<file path="src/rtl/mcast_xbus_pkg.sv">
// mcast_xbus shared types and constants.
// BCAST_TAG is only consulted when MCAST_XBUS_BCAST_EN is defined.
package mcast_xbus_pkg;

  localparam int MISS_CNT_W = 16;

  localparam logic [31:0] BCAST_TAG = '1;

  typedef enum logic [1:0] {
    BUSY,
    IDLE,
    ISSUE
  } state_t;

endpackage

</file>
<file path="src/rtl/mcast_xbus_if.sv">
// Input port and PE array port of the multicast row bus.
// master drives words in and PE readies; slave is the bus.
interface mcast_xbus_if #(
  parameter int DATA_WIDTH = 16,
  parameter int NUM_ROW    = 4,
  parameter int NUM_COL    = 4,
  parameter int TAG_WIDTH  = 4
) ();

  logic                          in_valid;
  logic                          in_ready;
  logic [DATA_WIDTH-1:0]         in_data;
  logic [TAG_WIDTH-1:0]          in_row_tag;
  logic [TAG_WIDTH-1:0]          in_col_tag;
  logic [NUM_ROW*NUM_COL-1:0]    pe_valid;
  logic [NUM_ROW*NUM_COL-1:0]    pe_ready;
  logic [NUM_ROW*DATA_WIDTH-1:0] pe_data;

  modport master (
    output in_valid, in_data,
    output in_row_tag, in_col_tag,
    output pe_ready,
    input  in_ready, pe_valid, pe_data
  );

  modport slave (
    input  in_valid, in_data,
    input  in_row_tag, in_col_tag,
    input  pe_ready,
    output in_ready, pe_valid, pe_data
  );

endinterface

</file>
<file path="src/rtl/mcast_xbus_tag_match.sv">
// Per-row tag compare producing the NUM_COL target mask.
// MCAST_XBUS_BCAST_EN: all-ones tag matches any ID.
module mcast_xbus_tag_match #(
  parameter int NUM_COL   = 4,
  parameter int TAG_WIDTH = 4
) (
  input  logic [TAG_WIDTH-1:0]         row_id,
  input  logic [NUM_COL*TAG_WIDTH-1:0] col_id,
  input  logic [TAG_WIDTH-1:0]         row_tag,
  input  logic [TAG_WIDTH-1:0]         col_tag,
  output logic [NUM_COL-1:0]           hit
);

  logic               row_hit;
  logic [NUM_COL-1:0] col_hit;

`ifdef MCAST_XBUS_BCAST_EN
  import mcast_xbus_pkg::*;

  localparam logic [TAG_WIDTH-1:0] BC =
    TAG_WIDTH'(BCAST_TAG);

  assign row_hit = (row_id == row_tag) |
                   (row_tag == BC);

  for (genvar c = 0; c < NUM_COL; c++) begin : g_col
    assign col_hit[c] =
      (col_id[c*TAG_WIDTH +: TAG_WIDTH] == col_tag) |
      (col_tag == BC);
  end
`else
  assign row_hit = (row_id == row_tag);

  for (genvar c = 0; c < NUM_COL; c++) begin : g_col
    assign col_hit[c] =
      (col_id[c*TAG_WIDTH +: TAG_WIDTH] == col_tag);
  end
`endif

  assign hit = {NUM_COL{row_hit}} & col_hit;

endmodule

</file>
<file path="src/rtl/mcast_xbus.sv">
// Multicast row bus: tag-matched delivery to the PE array.
// Optional broadcast tag via MCAST_XBUS_BCAST_EN.
module mcast_xbus
  import mcast_xbus_pkg::*;
#(
  parameter int DATA_WIDTH = 16,
  parameter int NUM_ROW    = 4,
  parameter int NUM_COL    = 4,
  parameter int TAG_WIDTH  = 4,
  parameter int RST_CYCLES = 4
) (
  input  logic                       clk,
  input  logic                       rstn,
  input  logic                       flush,
  output logic                       rst_busy,
  input  logic                       cfg_we,
  input  logic                       cfg_sel,
  input  logic [$clog2(NUM_ROW)-1:0] cfg_row,
  input  logic [$clog2(NUM_COL)-1:0] cfg_col,
  input  logic [TAG_WIDTH-1:0]       cfg_tag,
  mcast_xbus_if.slave                bus,
  output logic [MISS_CNT_W-1:0]      miss_cnt
);

  localparam int NPE = NUM_ROW * NUM_COL;
  localparam int CW  = $clog2(RST_CYCLES + 1);
  localparam int TW  = TAG_WIDTH;

  state_t                  state;
  logic [CW-1:0]           cnt;
  logic [DATA_WIDTH-1:0]   data_q;
  logic [NPE-1:0]          pv;
  logic [NPE-1:0]          hit;
  logic                    done_all;
  logic                    acc;

  logic [TW-1:0]         row_id [NUM_ROW];
  logic [NUM_COL*TW-1:0] col_id [NUM_ROW];

  for (genvar r = 0; r < NUM_ROW; r++) begin : g_row
    mcast_xbus_tag_match #(
      .NUM_COL   (NUM_COL),
      .TAG_WIDTH (TAG_WIDTH)
    ) u_match (
      .row_id  (row_id[r]),
      .col_id  (col_id[r]),
      .row_tag (bus.in_row_tag),
      .col_tag (bus.in_col_tag),
      .hit     (hit[r*NUM_COL +: NUM_COL])
    );
  end

  // pv holds mask & ~done: a bit clears on its handshake
  assign done_all = (state == ISSUE) &&
                    ((pv & ~bus.pe_ready) == '0);
  assign bus.in_ready = ((state == IDLE) || done_all) &&
                        !flush;
  assign acc          = bus.in_valid && bus.in_ready;
  assign bus.pe_valid = pv;
  assign bus.pe_data  = {NUM_ROW{data_q}};
  assign rst_busy     = (state == BUSY);

  always_ff @(posedge clk or negedge rstn) begin
    if (!rstn) begin
      for (int r = 0; r < NUM_ROW; r++) begin
        row_id[r] <= TW'(r);
        for (int c = 0; c < NUM_COL; c++)
          col_id[r][c*TW +: TW] <= TW'(c);
      end
    end else if (cfg_we) begin
      if (cfg_sel)
        col_id[cfg_row][cfg_col*TW +: TW] <= cfg_tag;
      else
        row_id[cfg_row] <= cfg_tag;
    end
  end

  always_ff @(posedge clk or negedge rstn) begin
    if (!rstn) begin
      state    <= BUSY;
      cnt      <= '0;
      pv       <= '0;
      data_q   <= '0;
      miss_cnt <= '0;
    end else if (flush) begin
      state <= BUSY;
      cnt   <= '0;
      pv    <= '0;
    end else begin
      unique case (state)
        BUSY: begin
          if (cnt == CW'(RST_CYCLES - 1))
            state <= IDLE;
          else
            cnt <= cnt + CW'(1);
        end
        IDLE, ISSUE: begin
          pv <= pv & ~bus.pe_ready;
          if (done_all)
            state <= IDLE;
          if (acc) begin
            if (|hit) begin
              pv     <= hit;
              data_q <= bus.in_data;
              state  <= ISSUE;
            end else if (miss_cnt != '1) begin
              miss_cnt <= miss_cnt + MISS_CNT_W'(1);
            end
          end
        end
        default: state <= BUSY;
      endcase
    end
  end

endmodule

</file>
<file path="src/flat_wrapper.sv">
// flat-port wrapper written by rule: the top's interface ports become plain ports
module mcast_xbus_flat import mcast_xbus_pkg::*;
#(
  parameter int DATA_WIDTH = 16,
  parameter int NUM_ROW    = 4,
  parameter int NUM_COL    = 4,
  parameter int TAG_WIDTH  = 4,
  parameter int RST_CYCLES = 4
)
  (clk, rstn, flush, rst_busy, cfg_we, cfg_sel, cfg_row, cfg_col, cfg_tag, miss_cnt, bus_in_valid, bus_in_data, bus_in_row_tag, bus_in_col_tag, bus_pe_ready, bus_in_ready, bus_pe_valid, bus_pe_data);
  mcast_xbus_if #(.DATA_WIDTH(DATA_WIDTH), .NUM_ROW(NUM_ROW), .NUM_COL(NUM_COL), .TAG_WIDTH(TAG_WIDTH)) bus_i ();
  input  logic clk;
  input  logic rstn;
  input  logic flush;
  output logic rst_busy;
  input  logic cfg_we;
  input  logic cfg_sel;
  input  logic [$clog2(NUM_ROW)-1:0] cfg_row;
  input  logic [$clog2(NUM_COL)-1:0] cfg_col;
  input  logic [TAG_WIDTH-1:0] cfg_tag;
  output logic [MISS_CNT_W-1:0] miss_cnt;
  input wire logic [$bits(bus_i.in_valid)-1:0] bus_in_valid;
  input wire logic [$bits(bus_i.in_data)-1:0] bus_in_data;
  input wire logic [$bits(bus_i.in_row_tag)-1:0] bus_in_row_tag;
  input wire logic [$bits(bus_i.in_col_tag)-1:0] bus_in_col_tag;
  input wire logic [$bits(bus_i.pe_ready)-1:0] bus_pe_ready;
  output wire logic [$bits(bus_i.in_ready)-1:0] bus_in_ready;
  output wire logic [$bits(bus_i.pe_valid)-1:0] bus_pe_valid;
  output wire logic [$bits(bus_i.pe_data)-1:0] bus_pe_data;
  assign bus_i.in_valid = bus_in_valid;
  assign bus_i.in_data = bus_in_data;
  assign bus_i.in_row_tag = bus_in_row_tag;
  assign bus_i.in_col_tag = bus_in_col_tag;
  assign bus_i.pe_ready = bus_pe_ready;
  assign bus_in_ready = bus_i.in_ready;
  assign bus_pe_valid = bus_i.pe_valid;
  assign bus_pe_data = bus_i.pe_data;
  mcast_xbus #(.DATA_WIDTH(DATA_WIDTH), .NUM_ROW(NUM_ROW), .NUM_COL(NUM_COL), .TAG_WIDTH(TAG_WIDTH), .RST_CYCLES(RST_CYCLES)) u_core (.clk(clk), .rstn(rstn), .flush(flush), .rst_busy(rst_busy), .cfg_we(cfg_we), .cfg_sel(cfg_sel), .cfg_row(cfg_row), .cfg_col(cfg_col), .cfg_tag(cfg_tag), .bus(bus_i), .miss_cnt(miss_cnt));
endmodule
</file>
<file path="config.mk">
export PLATFORM = sky130hd
export DESIGN_NAME = mcast_xbus_flat
export DESIGN_NICKNAME = d
export VERILOG_FILES = /design/src/rtl/mcast_xbus_pkg.sv /design/src/rtl/mcast_xbus_if.sv /design/src/rtl/mcast_xbus_tag_match.sv /design/src/rtl/mcast_xbus.sv /design/src/flat_wrapper.sv
export SDC_FILE = /design/constraint.sdc
export NUM_CORES = 1
export LEC_CHECK = 0
export CAP_MARGIN = 15
export CELL_PAD_IN_SITES_DETAIL_PLACEMENT = 1
export CELL_PAD_IN_SITES_GLOBAL_PLACEMENT = 2
export CORE_MARGIN = 1
export CORE_UTILIZATION = 37
export CTS_BUF_LIST = sky130_fd_sc_hd__clkbuf_8
export CTS_CLUSTER_DIAMETER = 80
export DETAILED_ROUTE_END_ITERATION = 16
export GPL_ROUTABILITY_DRIVEN = 1
export PLACE_DENSITY = 0.95
export SLEW_MARGIN = 5
export SYNTH_ARGS = -nofsm -noshare
export SYNTH_HDL_FRONTEND = slang
export SYNTH_SLANG_ARGS = --single-unit
</file>
<file path="constraint.sdc">
create_clock -name clk -period 6 [get_ports clk]
set_input_delay 0.9 -clock clk [delete_from_list [all_inputs] [get_ports clk]]
set_output_delay 0.9 -clock clk [all_outputs]
set_load 0.05 [all_outputs]
</file>
Word level (Yosys, flattened, before mapping):

Cells that the tools add are included.

* bits in registers: 133
* input port bits: 54
* logic and storage cells: 92

* reductions and logical operators: 17
* equal/unequal tests: 26
* shift operators: 2
* bitwise logic cells: 10
* $add $sub $neg: 3
* muxes and demuxes: 19
* $lt $le $gt $ge: 2

Operators with widths (count)
* $eq 4x4->1: 20
* $mux 16: 5
* $bwmux 64: 1
* $neg 4->34: 1
* $shift 4x34->16 const A: 1
* $shiftx 4x34->16: 1
* $demux 16 s2: 1
* $add 16x1->16 const B: 1
* $and 16x16->16: 1
* $and 4x4->4: 4
* $bwmux 16: 1
* $logic_not 16->1: 1
* $ne 16x16->1 const B: 1
* $not 16->16: 1
* $reduce_or 16->1: 1
* $mux 2: 5
* $mux 3: 3
* $demux 4 s2: 1
* $reduce_and 2->1: 3
* $reduce_and 5->1: 1
* $logic_and 1x1->1: 4
* $mux 4: 1
* $pmux 2 s2: 1
* $reduce_and 4->1: 1
* other kinds (15): 18

Logic depth before layout (Yosys ltp):

* depth after elaboration: 10
* mapped depth: 11
* gate-level depth less buffers: 7

Modules after synthesis:

A second synthesis with hierarchy kept.

* cell total of the unflattened synthesis: 630
* area total of the unflattened synthesis: 7225.7 µm²

Modules (own cells, without submodules)
* mcast_xbus: cells each 498, area each 6259.8 µm², times used 1, seq. area each 3353.2 µm²
* mcast_xbus_tag_match: cells each 33, area each 241.5 µm², times used 4, seq. area each 0.0 µm²

Worst setup path before layout:

No wires, ideal clock.

* path type: input -> output
* from: in bus_pe_ready[0]
* to: out bus_in_ready
* data arrival time: 2.304 ns
* stages: 6
* required time: 5.100 ns
* path slack: 2.796 ns
* path through: inv_1 a2111oi_4 nand2_1 o41ai_4 and2_1 buf_2

* cells in the longest elaborated chain, start to end: 6

RTL lines
* start: declaration: RTL line flat_wrapper.sv:26 `input wire logic [$bits(bus_i.pe_ready)-1:0] bus_pe_ready;`
* $not 16->16: RTL line mcast_xbus.sv:55 `((pv & ~bus.pe_ready) == '0);`
* $and 16x16->16: RTL line mcast_xbus.sv:55
* $logic_not 16->1: RTL line mcast_xbus.sv:55
* $logic_and 1x1->1: RTL line mcast_xbus.sv:54 `assign done_all = (state == ISSUE) &&`
* $logic_or 1x1->1: RTL line mcast_xbus.sv:56 `assign bus.in_ready = ((state == IDLE) || done_all) &&`
* $logic_and 1x1->1: RTL line mcast_xbus.sv:56
* end: declaration: RTL line flat_wrapper.sv:27 `output wire logic [$bits(bus_i.in_ready)-1:0] bus_in_ready;`

Every way passes these cells.

Worst setup path in the final report:

* from: in bus_pe_ready[5]
* to: out bus_in_ready

The elaborated chain is that of the path after synthesis.

==> run_results.csv <==
group,metric,value,unit
timing,final_hold_viol_count,0,
die,fp.coreArea,19700,µm²
timing,max_freq,211,MHz
clock_network,clock-sinks,133,
yosys,yosysSeqAreaShare,44.4,%
critical_path,cp_cell_sequence,"clkdlybuf4s50_1, nor2b_4, a2111oi_4, nand2_1, o41ai_4, and2_1, clkdlybuf4s50_1",
power_and_ir_drop,power_switching,0.619,mW
critical_path,path_delay_family,"buffers and inverters",
drt,vias_per_cell,5.20,
die,boundaryPins,152,
drt,drc,0,
critical_path,cp.arrival,3.85,ns
drt,first_pass_iters,4,
die,die_y,145,µm
place,gp_congestion,0.798,
outcome,status,"finished, final reports clean",
power_and_ir_drop,power_density,234,nW/µm²
clock_network,clk_pin_slew_worst_paths,0.08,ns
drt,vias,5428,
power_and_ir_drop,p_seq_share,46.2,%
yosys,synth_edf_count,0,
global_routing,grt_pass1_wl,33600,µm
yosys,synth.avg_cell_area,11.3,µm²
power_and_ir_drop,power_frac_clock,36.5,%
timing,tightestPinTransition,1.13,ns
timing,min_period,4.75,ns
final_layout,drive_gt1_share,22.3,%
clock_network,cts_tree,"built",
yosys,ys.flop_type,"dfrtp_1",
power_and_ir_drop,total_power,2.18,mW
final_layout,most-common-layout-cells,"150 x clkdlybuf4s50_1, 113 x dfrtp_1, 86 x mux2_2",
min_path,hold_path_class,"in -> async",
place,dpl.hpwl,15100,µm
global_routing,grt_start_max_net_pins,87,
critical_path,path_class,"in -> out",
final_layout,stdcell_area,9320,µm²
clock_network,htree_levels,4,
drt,wl,20600,µm
global_routing,grt.total_usage,20.4,%
yosys,netlist_area,7560,µm²
clock_network,cts_resized,0,
power_and_ir_drop,comb_power_share,17.2,%
critical_path,critPathSlowestCell,"clkdlybuf4s50_1",
final_layout,synthToLayoutAreaGrowth,23.4,%
yosys,syn_inst,669,
timing,grt_setup_unrepaired,"false",
clock_network,cts_buffers,17,
critical_path,cp_slowest_stage_delay,0.91,ns
clock_network,clk_path_buf_depth,2,
yosys,synth_fp_nets,735,
yosys,ys_types,57,
place,io_buffer_count,151,
place,dpl_cell_area,8900,µm²
power_and_ir_drop,swShare,28.4,%
critical_path,start_kind,"input pin",
clock_network,root_buffer,"clkbuf_8",
final_layout,diodes,0,
die,die_x,145,µm
yosys,synthArstFlopShare,100,%
timing,slew_headroom,24.7,%
timing,fin_hold_ws,0.500,ns
timing,setup_tns,0,ns
power_and_ir_drop,max-vdd-ir-drop,0.000170,V
clock_network,clk_latency,0.46,ns
die,start_util,38.3,%
power_and_ir_drop,p_leak,3.84,nW
critical_path,critical_path.most_common_cell,"clkdlybuf4s50_1",
yosys,synthTopCellsByArea,"dfrtp_1 37%, mux2_2 13%, xnor2_1 9.5%, dfstp_2 7.0%, buf_4 5.7%",
power_and_ir_drop,p_int,1.56,mW
die,die_area,21000,µm²
drt,drtIter0Drc,229,
place,dp_slack,1.30,ns
clock_network,hold_buffers,0,
yosys,synth_top_area_share,37.4,%
timing,drv_slew,0,
critical_path,cp_num_buf_inv,2,
timing,finalClockSkew,0.0140,ns
critical_path,worst_setup_path_end_kind,"output pin",
drt,ant_nets,0,
die,placementRows,51,
flow_run,drv_cap,0,
drt,wl_per_cell,19.7,µm
timing,setup-violations-final,0,
timing,fin_ws,1.25,ns
clock_network,cts_setup_buffers,0,
global_routing,grt_pass1_vias,5856,
critical_path,path_max_fanout,11,
yosys,yosysWarnings,0,
yosys,ys_ff_latch,133,
global_routing,grt_overflow,0,
global_routing,antenna_found_initial,0,
final_layout,fin_nets,832,
timing,fin_crit_sh,79.1,%
yosys,synth_top_area_cell,"dfrtp_1",
critical_path,cp_data_required_time,5.10,ns
final_layout,final_common_cell,"clkdlybuf4s50_1",
cell families after synthesis:
group	synth area share, %
simple gates	14.0
mux	15.1
flops	44.4
buf+inv	7.75
compound gates	5.66
xor+xnor	11.1
fa+ha+maj	1.99
power by group through the flow:
stage | registers [mW] | logic, mW | clock network, mW
5_1_grt | 1.02 | 0.409 | 0.854
3_5_place_dp | 1.03 | 0.377 | 0
6_report | 1.01 | 0.376 | 0.798
2_1_floorplan | 1.02 | 0.252 | 0
4_1_cts | 1.01 | 0.380 | 0.812
3_3_place_gp | 1.02 | 0.363 | 0
synth_stat cells, drive strengths merged (4+ instances only):
cell type    n
nor3        22
nand2b       7
nand3       20
dfrtp      113
and2        19
dfstp       20
buf         65
or3          6
a31oi        5
ha          12
inv         14
xor2        14
and4         4
nand4       26
a21oi       12
and3         7
o21ai       13
a32oi        6
xnor2       82
nor2        36
nand2       18
mux2        97
a41oi        4
nor2b       10
clkbuf      13
per-layer routing:
metal  wire length (µm)  GRT usage (%)  up-vias  share of wire (%)
li1                   -              -     2477                  -
met1               8940           25.7     2743                 43
met2              10200           34.6      184                 50
met3               1140           4.94       24                5.6
met4                306           5.96        0                1.5
met5                  0              0        -                  0
final cells by class:
type,instances,area (µm²)
clock inverter,13,156
multi-input combinational,444,3620
tap,265,332
fill,2083,10400
timing repair buffer,156,1550
clock buffer,19,262
inverter,14,52.6
sequential,133,3350
per-stage QoR:
stage	utilization (%)	instances
2_1_floorplan	-	669
3_3_place_gp	45.2	1012
3_5_place_dp	45.2	1012
4_1_cts	47.3	1044
5_1_grt	47.3	1044
6_report	47.3	1044
sequential cells by signal (all words and copies together) (netlist names):
signal and flops:
u_core.bus.pe_valid 16, u_core.col_id 64, u_core.row_id 16, u_core.data_q 16, u_core.cnt 3, u_core.state 2
u_core.miss_cnt 16
final timing paths:
kind | slack (ns) | from | to | cells past startpoint
worst max-delay path | 1.25 | bus_pe_ready[5] | bus_in_ready | 7
worst min-delay path | 0.50 | rstn | u_core.row_id[13]$_DFFE_PN0P_ | 1
worst max register to register | 3.13 | u_core.bus.pe_valid[5]$_DFFE_PN0P_ | u_core.bus.pe_valid[10]$_DFFE_PN0P_ | 7
worst min register to register | 0.51 | u_core.miss_cnt[8]$_DFFE_PN0P_ | u_core.miss_cnt[8]$_DFFE_PN0P_ | 1
max in group asynchronous | 4.33 | rstn | u_core.cnt[2]$_DFFE_PN0P_ | 2
min in group clk | 0.51 | u_core.miss_cnt[8]$_DFFE_PN0P_ | u_core.miss_cnt[8]$_DFFE_PN0P_ | 1
Power figures use the tool's default switching activity.
